$ cat src/rtl/fifo_deq_serializer.sv
// Drains WIDTH-bit elements from a guarded upstream FIFO (first/deq) and
// re-emits each one as BEATS narrow words through a guarded enq, LSB beat first.
module fifo_deq_serializer #(
  parameter  int WIDTH = 704,
  parameter  int BEAT  = 32,
  localparam int BEATS = WIDTH / BEAT,
  localparam int IDX_W = (BEATS > 1) ? $clog2(BEATS) : 1
) (
  input  logic             CLK,
  input  logic             RST,
  input  logic [WIDTH-1:0] in_first,
  input  logic             in_first__RDY,
  input  logic             in_deq__RDY,
  output logic             in_deq__ENA,
  output logic [BEAT-1:0]  out_enq_v,
  output logic             out_enq_last,
  input  logic             out_enq__RDY,
  output logic             out_enq__ENA,
  output logic             busy
);

  logic [WIDTH-1:0] data_q, data_d;
  logic [IDX_W-1:0] idx_q, idx_d;
  logic             busy_q, busy_d;

  logic             last_s;
  logic             enq_ena_s;
  logic             load_s;

  // Handshake decode: a new element may be taken when idle or when the final
  // beat of the current one leaves in this very cycle (no bubble between elements).
  always_comb begin
    last_s    = busy_q && (idx_q == IDX_W'(BEATS - 1));
    enq_ena_s = busy_q && out_enq__RDY;
    load_s    = in_first__RDY && in_deq__RDY && (!busy_q || (enq_ena_s && last_s));
  end

  // Next-state: load wins over the last-beat retire, otherwise shift on each accepted beat.
  always_comb begin
    data_d = data_q;
    idx_d  = idx_q;
    busy_d = busy_q;
    if (load_s) begin
      data_d = in_first;
      idx_d  = {IDX_W{1'b0}};
      busy_d = 1'b1;
    end else if (enq_ena_s) begin
      if (last_s) begin
        idx_d  = {IDX_W{1'b0}};
        busy_d = 1'b0;
      end else begin
        data_d = data_q >> BEAT;
        idx_d  = idx_q + IDX_W'(1);
      end
    end else begin
      data_d = data_q;
    end
  end

  // State registers with synchronous reset; a partially sent element is dropped.
  always_ff @(posedge CLK) begin
    if (RST) begin
      data_q <= {WIDTH{1'b0}};
      idx_q  <= {IDX_W{1'b0}};
      busy_q <= 1'b0;
    end else begin
      data_q <= data_d;
      idx_q  <= idx_d;
      busy_q <= busy_d;
    end
  end

  assign in_deq__ENA  = load_s;
  assign out_enq__ENA = enq_ena_s;
  assign out_enq_last = last_s;
  assign out_enq_v    = data_q[BEAT-1:0];
  assign busy         = busy_q;

endmodule

$ cat config.mk
export PLATFORM = sky130hd
export DESIGN_NAME = fifo_deq_serializer
export DESIGN_NICKNAME = d
export VERILOG_FILES = /design/src/rtl/fifo_deq_serializer.sv
export SDC_FILE = /design/constraint.sdc
export NUM_CORES = 2
export LEC_CHECK = 0
export ABC_CLOCK_PERIOD_IN_PS = 4100
export CELL_PAD_IN_SITES_DETAIL_PLACEMENT = 1
export CELL_PAD_IN_SITES_GLOBAL_PLACEMENT = 2
export CORE_ASPECT_RATIO = 1.25
export CORE_MARGIN = 1
export CORE_UTILIZATION = 36
export CTS_CLUSTER_SIZE = 14
export DETAILED_ROUTE_END_ITERATION = 10
export GPL_TIMING_DRIVEN = 0
export HOLD_SLACK_MARGIN = 0.06
export PLACE_DENSITY_LB_ADDON = 0.1
export SYNTH_ARGS = -nofsm -noshare
export SYNTH_HDL_FRONTEND = slang
export SYNTH_SLANG_ARGS = --single-unit
$ cat constraint.sdc
create_clock -name CLK -period 4.1 [get_ports CLK]
set_clock_uncertainty 0.15 [all_clocks]
set_input_delay 1.23 -clock CLK [delete_from_list [all_inputs] [get_ports CLK]]
set_output_delay 1.23 -clock CLK [all_outputs]
set_load 0.02 [all_outputs]
* Yosys cells after proc, flatten, opt, wreduce, memory -nomap -nowiden *
Cells that the tools add are included.

word-level totals
  register bits after elaboration = 710
  latch bits = 0
  memory bits (writable) = 0
  bits in read-only memories = 0
  bits of input ports = 709
  output and inout port bits = 36
  word-level logic and storage cells = 25
  memories kept = 0

cells by class
  $add $sub $neg = 1
  multiply operators = 0
  divide/modulo/power cells = 0
  order comparisons = 0
  equality and inequality tests = 2
  shift-type cells = 0
  mux-type cells = 7
  bitwise logic cells = 0
  reduce and logical (&&, ||, !) cells = 12

operator list
  cell                                                           count
  704-bit 2-to-1 mux                                             3
  5-bit by 1-bit adder with 5-bit output, second input constant  1
  5-bit == test, second input constant                           1
  1-bit logical AND                                              5
  5-bit 2-to-1 mux                                               1
  2-bit AND reduction                                            2
  2-bit nonzero test                                             2
  1-bit 2-to-1 mux                                               3
  2-bit inequality test, second input constant                   1
  2-bit OR reduction                                             1
  1-bit zero test                                                1
  1-bit logical OR                                               1

* Logic depth before layout (Yosys ltp) *
  depth after elaboration = 7
  gate-level depth with buffers = 8
  gate-level depth less buffers = 5

* Worst setup path before layout *
Ideal clock, no wire load.

  kind = in2out
  from = input in_first__RDY
  to = output in_deq__ENA
  arrival = 2246 ps
  required time = 2720 ps
  path slack = 474 ps
  stages = 6
  path buffers = 3
  cells stage by stage = nand2_2 or3_1 buf_4 buf_6 buf_6 nand2_1

between the ends
  word-level cells in the longest chain between the ends = 2

ends and longest elaborated chain
  item                             RTL line  text
  start, declared                  12        input logic in_first__RDY,
  1-bit logical AND (2 in series)  35        load_s = in_first__RDY && in_deq__RDY && (!busy_q || (enq_ena_s && last_s));
  end, declared                    14        output logic in_deq__ENA,

Every way passes these cells.

* Final worst setup path *
Ends and elaborated chain as after synthesis.

==> run_summary.xml <==
<?xml version="1.0" encoding="UTF-8"?>
<metrics>
  <group name="grt">
    <metric name="number_of_antenna_violations_at_the_first_check_in_global_routing" unit="">82</metric>
    <metric name="overall_fraction_of_global_route_tracks_in_use" unit="%">30.7</metric>
    <metric name="grt_first_pass_wirelength" unit="um">257000</metric>
    <metric name="pin_count_of_the_biggest_net_entering_global_routing" unit="">20</metric>
    <metric name="via_count_of_the_first_global_routing_pass" unit="">39400</metric>
    <metric name="grt.overflow.total" unit="">0</metric>
  </group>
  <group name="die">
    <metric name="design.portCount" unit="">745</metric>
    <metric name="die_w" unit="um">298</metric>
    <metric name="start_util" unit="%">36.4</metric>
    <metric name="floorplan.die.height" unit="um">372</metric>
    <metric name="core_area" unit="um2">109000</metric>
    <metric name="floorplan.die_area" unit="um2">111000</metric>
    <metric name="floorplan.rows" unit="">135</metric>
  </group>
  <group name="layout">
    <metric name="final_layout_size_suffix_gt1_share" unit="%">16.0</metric>
    <metric name="final_core_util" unit="%">47.5</metric>
    <metric name="multi_input_logic_area" unit="um2">19900</metric>
    <metric name="area_delta_synth_final" unit="%">30.6</metric>
    <metric name="layout.area.seq" unit="um2">14200</metric>
    <metric name="n_fill_cell" unit="">12100</metric>
    <metric name="final-instance-count-excl-fill" unit="">6398</metric>
    <metric name="nets" unit="">5572</metric>
  </group>
  <group name="routing">
    <metric name="wl_final" unit="um">178000</metric>
    <metric name="via_count" unit="">38300</metric>
    <metric name="route.detailed.wl_per_inst" unit="um">27.8</metric>
    <metric name="routed_via_density" unit="">5.98</metric>
    <metric name="drc_errors_left" unit="">0</metric>
    <metric name="firstDrtPassIters" unit="">5</metric>
    <metric name="drt.antenna.violating_nets" unit="">0</metric>
    <metric name="detail_route.iter0.violations" unit="">2348</metric>
  </group>
  <group name="worst_setup_path">
    <metric name="end_kind" unit="">primary output</metric>
    <metric name="cp_data_required_time" unit="ps">2720</metric>
    <metric name="cp_cell_sequence" unit="">dlygate4sd2_1, nand2_2, or3_4, buf_12, buf_6, nand2_1, buf_4</metric>
    <metric name="timing.reg2reg.worst_path_depth" unit="">6</metric>
    <metric name="worst_ep_arrival_time" unit="ps">2580</metric>
    <metric name="worst-r2r-setup-slack" unit="ps">1140</metric>
    <metric name="crit_path_kind" unit="">in -&gt; out</metric>
    <metric name="timing.critical_path.slowest_cell_delay" unit="ps">420</metric>
    <metric name="cp_max_fo" unit="">10</metric>
    <metric name="reg2reg_from" unit="">busy$_SDFFE_PP0P_</metric>
    <metric name="timing.critical_path.from_type" unit="">input port</metric>
    <metric name="critical-path-slowest-cell" unit="">sky130_fd_sc_hd__or3_4</metric>
    <metric name="timing.rr.end" unit="">data_q[508]$_SDFFE_PP0P_</metric>
  </group>
  <group name="timing">
    <metric name="number_of_pins_exceeding_their_max_slew_limit_in_the_final_report" unit="">0</metric>
    <metric name="setup-violations-final" unit="">0</metric>
    <metric name="max_slew_headroom" unit="%">19.7</metric>
    <metric name="fmaxAchievable" unit="MHz">253</metric>
    <metric name="hold_viol_final" unit="">0</metric>
    <metric name="timing.final.crit_share" unit="%">96.6</metric>
    <metric name="grt_setup_unrepaired" unit="">no</metric>
    <metric name="finalHoldWorstSlack" unit="ps">315</metric>
    <metric name="min_period" unit="ps">3960</metric>
    <metric name="transition_time_at_the_pin_with_the_least_slew_margin" unit="ps">1200</metric>
    <metric name="fin_ws" unit="ps">141</metric>
  </group>
  <group name="place">
    <metric name="gpl.final_weighted_congestion" unit="">0.893</metric>
    <metric name="placed_cells" unit="">6215</metric>
    <metric name="numPortBuffers" unit="">744</metric>
    <metric name="detailed_place_hpwl" unit="um">138000</metric>
    <metric name="dpl_worst_slack" unit="ps">-968</metric>
  </group>
  <group name="clocking">
    <metric name="tritoncts" unit="">built</metric>
    <metric name="insertion_delay" unit="ps">660</metric>
    <metric name="ctsHoldBuffers" unit="">0</metric>
    <metric name="cts-buffers-inserted" unit="">83</metric>
    <metric name="ctsHtreeMaxLevel" unit="">3</metric>
    <metric name="clkSlewWorstSetupHoldPaths" unit="ps">50</metric>
    <metric name="cts-root-buf" unit="">sky130_fd_sc_hd__clkbuf_16</metric>
    <metric name="cts_sinks" unit="">710</metric>
    <metric name="ctsLongestPathBuffers" unit="">3</metric>
  </group>
  <group name="min_path">
    <metric name="worst_hold_startpoint" unit="">data_q[683]$_SDFFE_PP0P_</metric>
    <metric name="timing.hold.worst_path_depth" unit="">1</metric>
    <metric name="min_delay_worst_endpoint" unit="">data_q[683]$_SDFFE_PP0P_</metric>
    <metric name="timing.hold.worst.class" unit="">reg -&gt; reg</metric>
  </group>
  <group name="logic_synthesis">
    <metric name="mappedNetlistArea" unit="um2">39500</metric>
    <metric name="ys_seq_area_share" unit="%">36.0</metric>
    <metric name="synth_edf_count" unit="">0</metric>
    <metric name="dominantRegCellSynth" unit="">sky130_fd_sc_hd__dfxtp_1</metric>
    <metric name="postSynthAreaPerCell" unit="um2">9.80</metric>
    <metric name="syn-instance-count" unit="">4033</metric>
    <metric name="synth_nets" unit="">4744</metric>
    <metric name="ys_seq_elements" unit="">710</metric>
    <metric name="netlist-cell-type-count" unit="">31</metric>
    <metric name="synthesis.yosys.warnings" unit="">0</metric>
    <metric name="synth-async-reset-ratio" unit="%">0</metric>
  </group>
  <group name="flow_run">
    <metric name="timing.max_cap.violations" unit="">0</metric>
  </group>
  <group name="power_and_ir_drop">
    <metric name="leakagePower" unit="nW">22.9</metric>
    <metric name="irDropWorstVdd" unit="uV">299</metric>
    <metric name="power.density_cell_area" unit="nW/um2">371</metric>
  </group>
  <group name="status">
    <metric name="outcome" unit="">finished, final reports clean</metric>
  </group>
</metrics>
==> stage by stage <==
step	power, mW	TNS (ps)	cell area (um2)
4_1_cts	19.3	0	51500
3_5_place_dp	11.5	-153080	48800
3_3_place_gp	11.5	-277180	48800
5_1_grt	19.9	0	51600
2_1_floorplan	9.80	0	39500
6_report	19.2	0	51600
==> worst max-delay path: cells and delay by family <==
kind	cells	cell delay, ps
buffers and inverters	4	710
and+or+nand+nor	3	630
==> per-layer routing <==
layer,track usage (%),share of wire [%],up-vias
met3,6.96,6.1,357
met1,34.8,40,19200
met4,14.0,4.2,84
met5,0,0.27,-
met2,54.4,50,1122
li1,-,-,17600
==> report_power, final <==
group | leakage [nW] | switching [mW] | internal (mW)
Clock | 1.35 | 3.24 | 4.51
Combinational | 15.7 | 1.62 | 1.87
Sequential | 5.86 | 0.428 | 7.52
==> worst max path at each step <==
stage | startpoint | end | slack, ps
2_1_floorplan | in_first__RDY | in_deq__ENA | 470
3_3_place_gp | in_first__RDY | in_deq__ENA | -960
3_5_place_dp | in_first__RDY | in_deq__ENA | -970
4_1_cts | in_deq__RDY | in_deq__ENA | 150
5_1_grt | in_first__RDY | in_deq__ENA | 70
6_report | in_first__RDY | in_deq__ENA | 140
==> cells in the mapped netlist (all sizes together), types with 3 or more instances <==
cell,n,area (um2)
nand2,6,25.0
a221oi,672,5890
clkbuf,385,1450
buf,177,1450
nand3,3,15.0
o21ai,3,15.0
or3,5,31.3
inv,675,2530
dfxtp,710,14200
o221a,672,7570
and3b,673,5890
a21oi,4,20.0
a22o,32,280
==> cell usage in the layout (no fill, tap or decap), types with 2 or more instances in the layout <==
cell type and n:
sky130_fd_sc_hd__buf_6 74, sky130_fd_sc_hd__o21ai_0 3, sky130_fd_sc_hd__diode_2 36, sky130_fd_sc_hd__a22o_1 32, sky130_fd_sc_hd__clkbuf_1 403, sky130_fd_sc_hd__dlygate4sd2_1 4
sky130_fd_sc_hd__clkbuf_16 85, sky130_fd_sc_hd__inv_6 2, sky130_fd_sc_hd__inv_1 675, sky130_fd_sc_hd__o221a_1 195, sky130_fd_sc_hd__buf_4 40, sky130_fd_sc_hd__clkdlybuf4s50_1 739
sky130_fd_sc_hd__nand2_1 5, sky130_fd_sc_hd__buf_2 63, sky130_fd_sc_hd__ha_1 2, sky130_fd_sc_hd__a221oi_1 672, sky130_fd_sc_hd__and3b_1 673, sky130_fd_sc_hd__nand4b_1 2
sky130_fd_sc_hd__or3_1 4, sky130_fd_sc_hd__o221a_2 477, sky130_fd_sc_hd__bufinv_16 5, sky130_fd_sc_hd__clkbuf_2 2, sky130_fd_sc_hd__clkinv_2 10, sky130_fd_sc_hd__clkbuf_8 22
sky130_fd_sc_hd__clkinvlp_4 3, sky130_fd_sc_hd__dfxtp_1 710, sky130_fd_sc_hd__a21oi_1 4, sky130_fd_sc_hd__nand3_1 3
==> layout make-up <==
class | instances | area share [%]
Tap cell | 1438 | 3.49
Clock inverter | 20 | 0.465
Inverter | 675 | 4.91
Buffer | 560 | 5.61
Antenna cell | 36 | 0.175
Timing Repair Buffer | 745 | 14.4
Sequential cell | 710 | 27.5
Clock buffer | 128 | 4.86
Multi-Input combinational cell | 2086 | 38.5
==> cell families (layout without fill, tap and decap cells) <==
logic type                 Yosys count  after routing  share of synthesized area (%)
xor gates and xnor gates             1              1                         0.0222
AOI/OAI and AO/OA                 1389           1389                           35.0
and+or+nand+nor                    694            694                           15.2
DFF                                710            710                           36.0
other                                0             36                              0
adders and majority gates            2              2                         0.0633
buffers and inverters             1237           2128                           13.7
==> flip-flops by register name, indices dropped and copies added, names as in the netlist <==
register  cells
data_q      704
idx_q         5
busy          1
==> what timing repair did <==
action | in CTS | in global routing
buffers inserted | 1 | 0
resized for setup | 16 | 0
setup endpoints to repair | 3 | 0
Note: power is estimated with default switching activity, not from simulation.
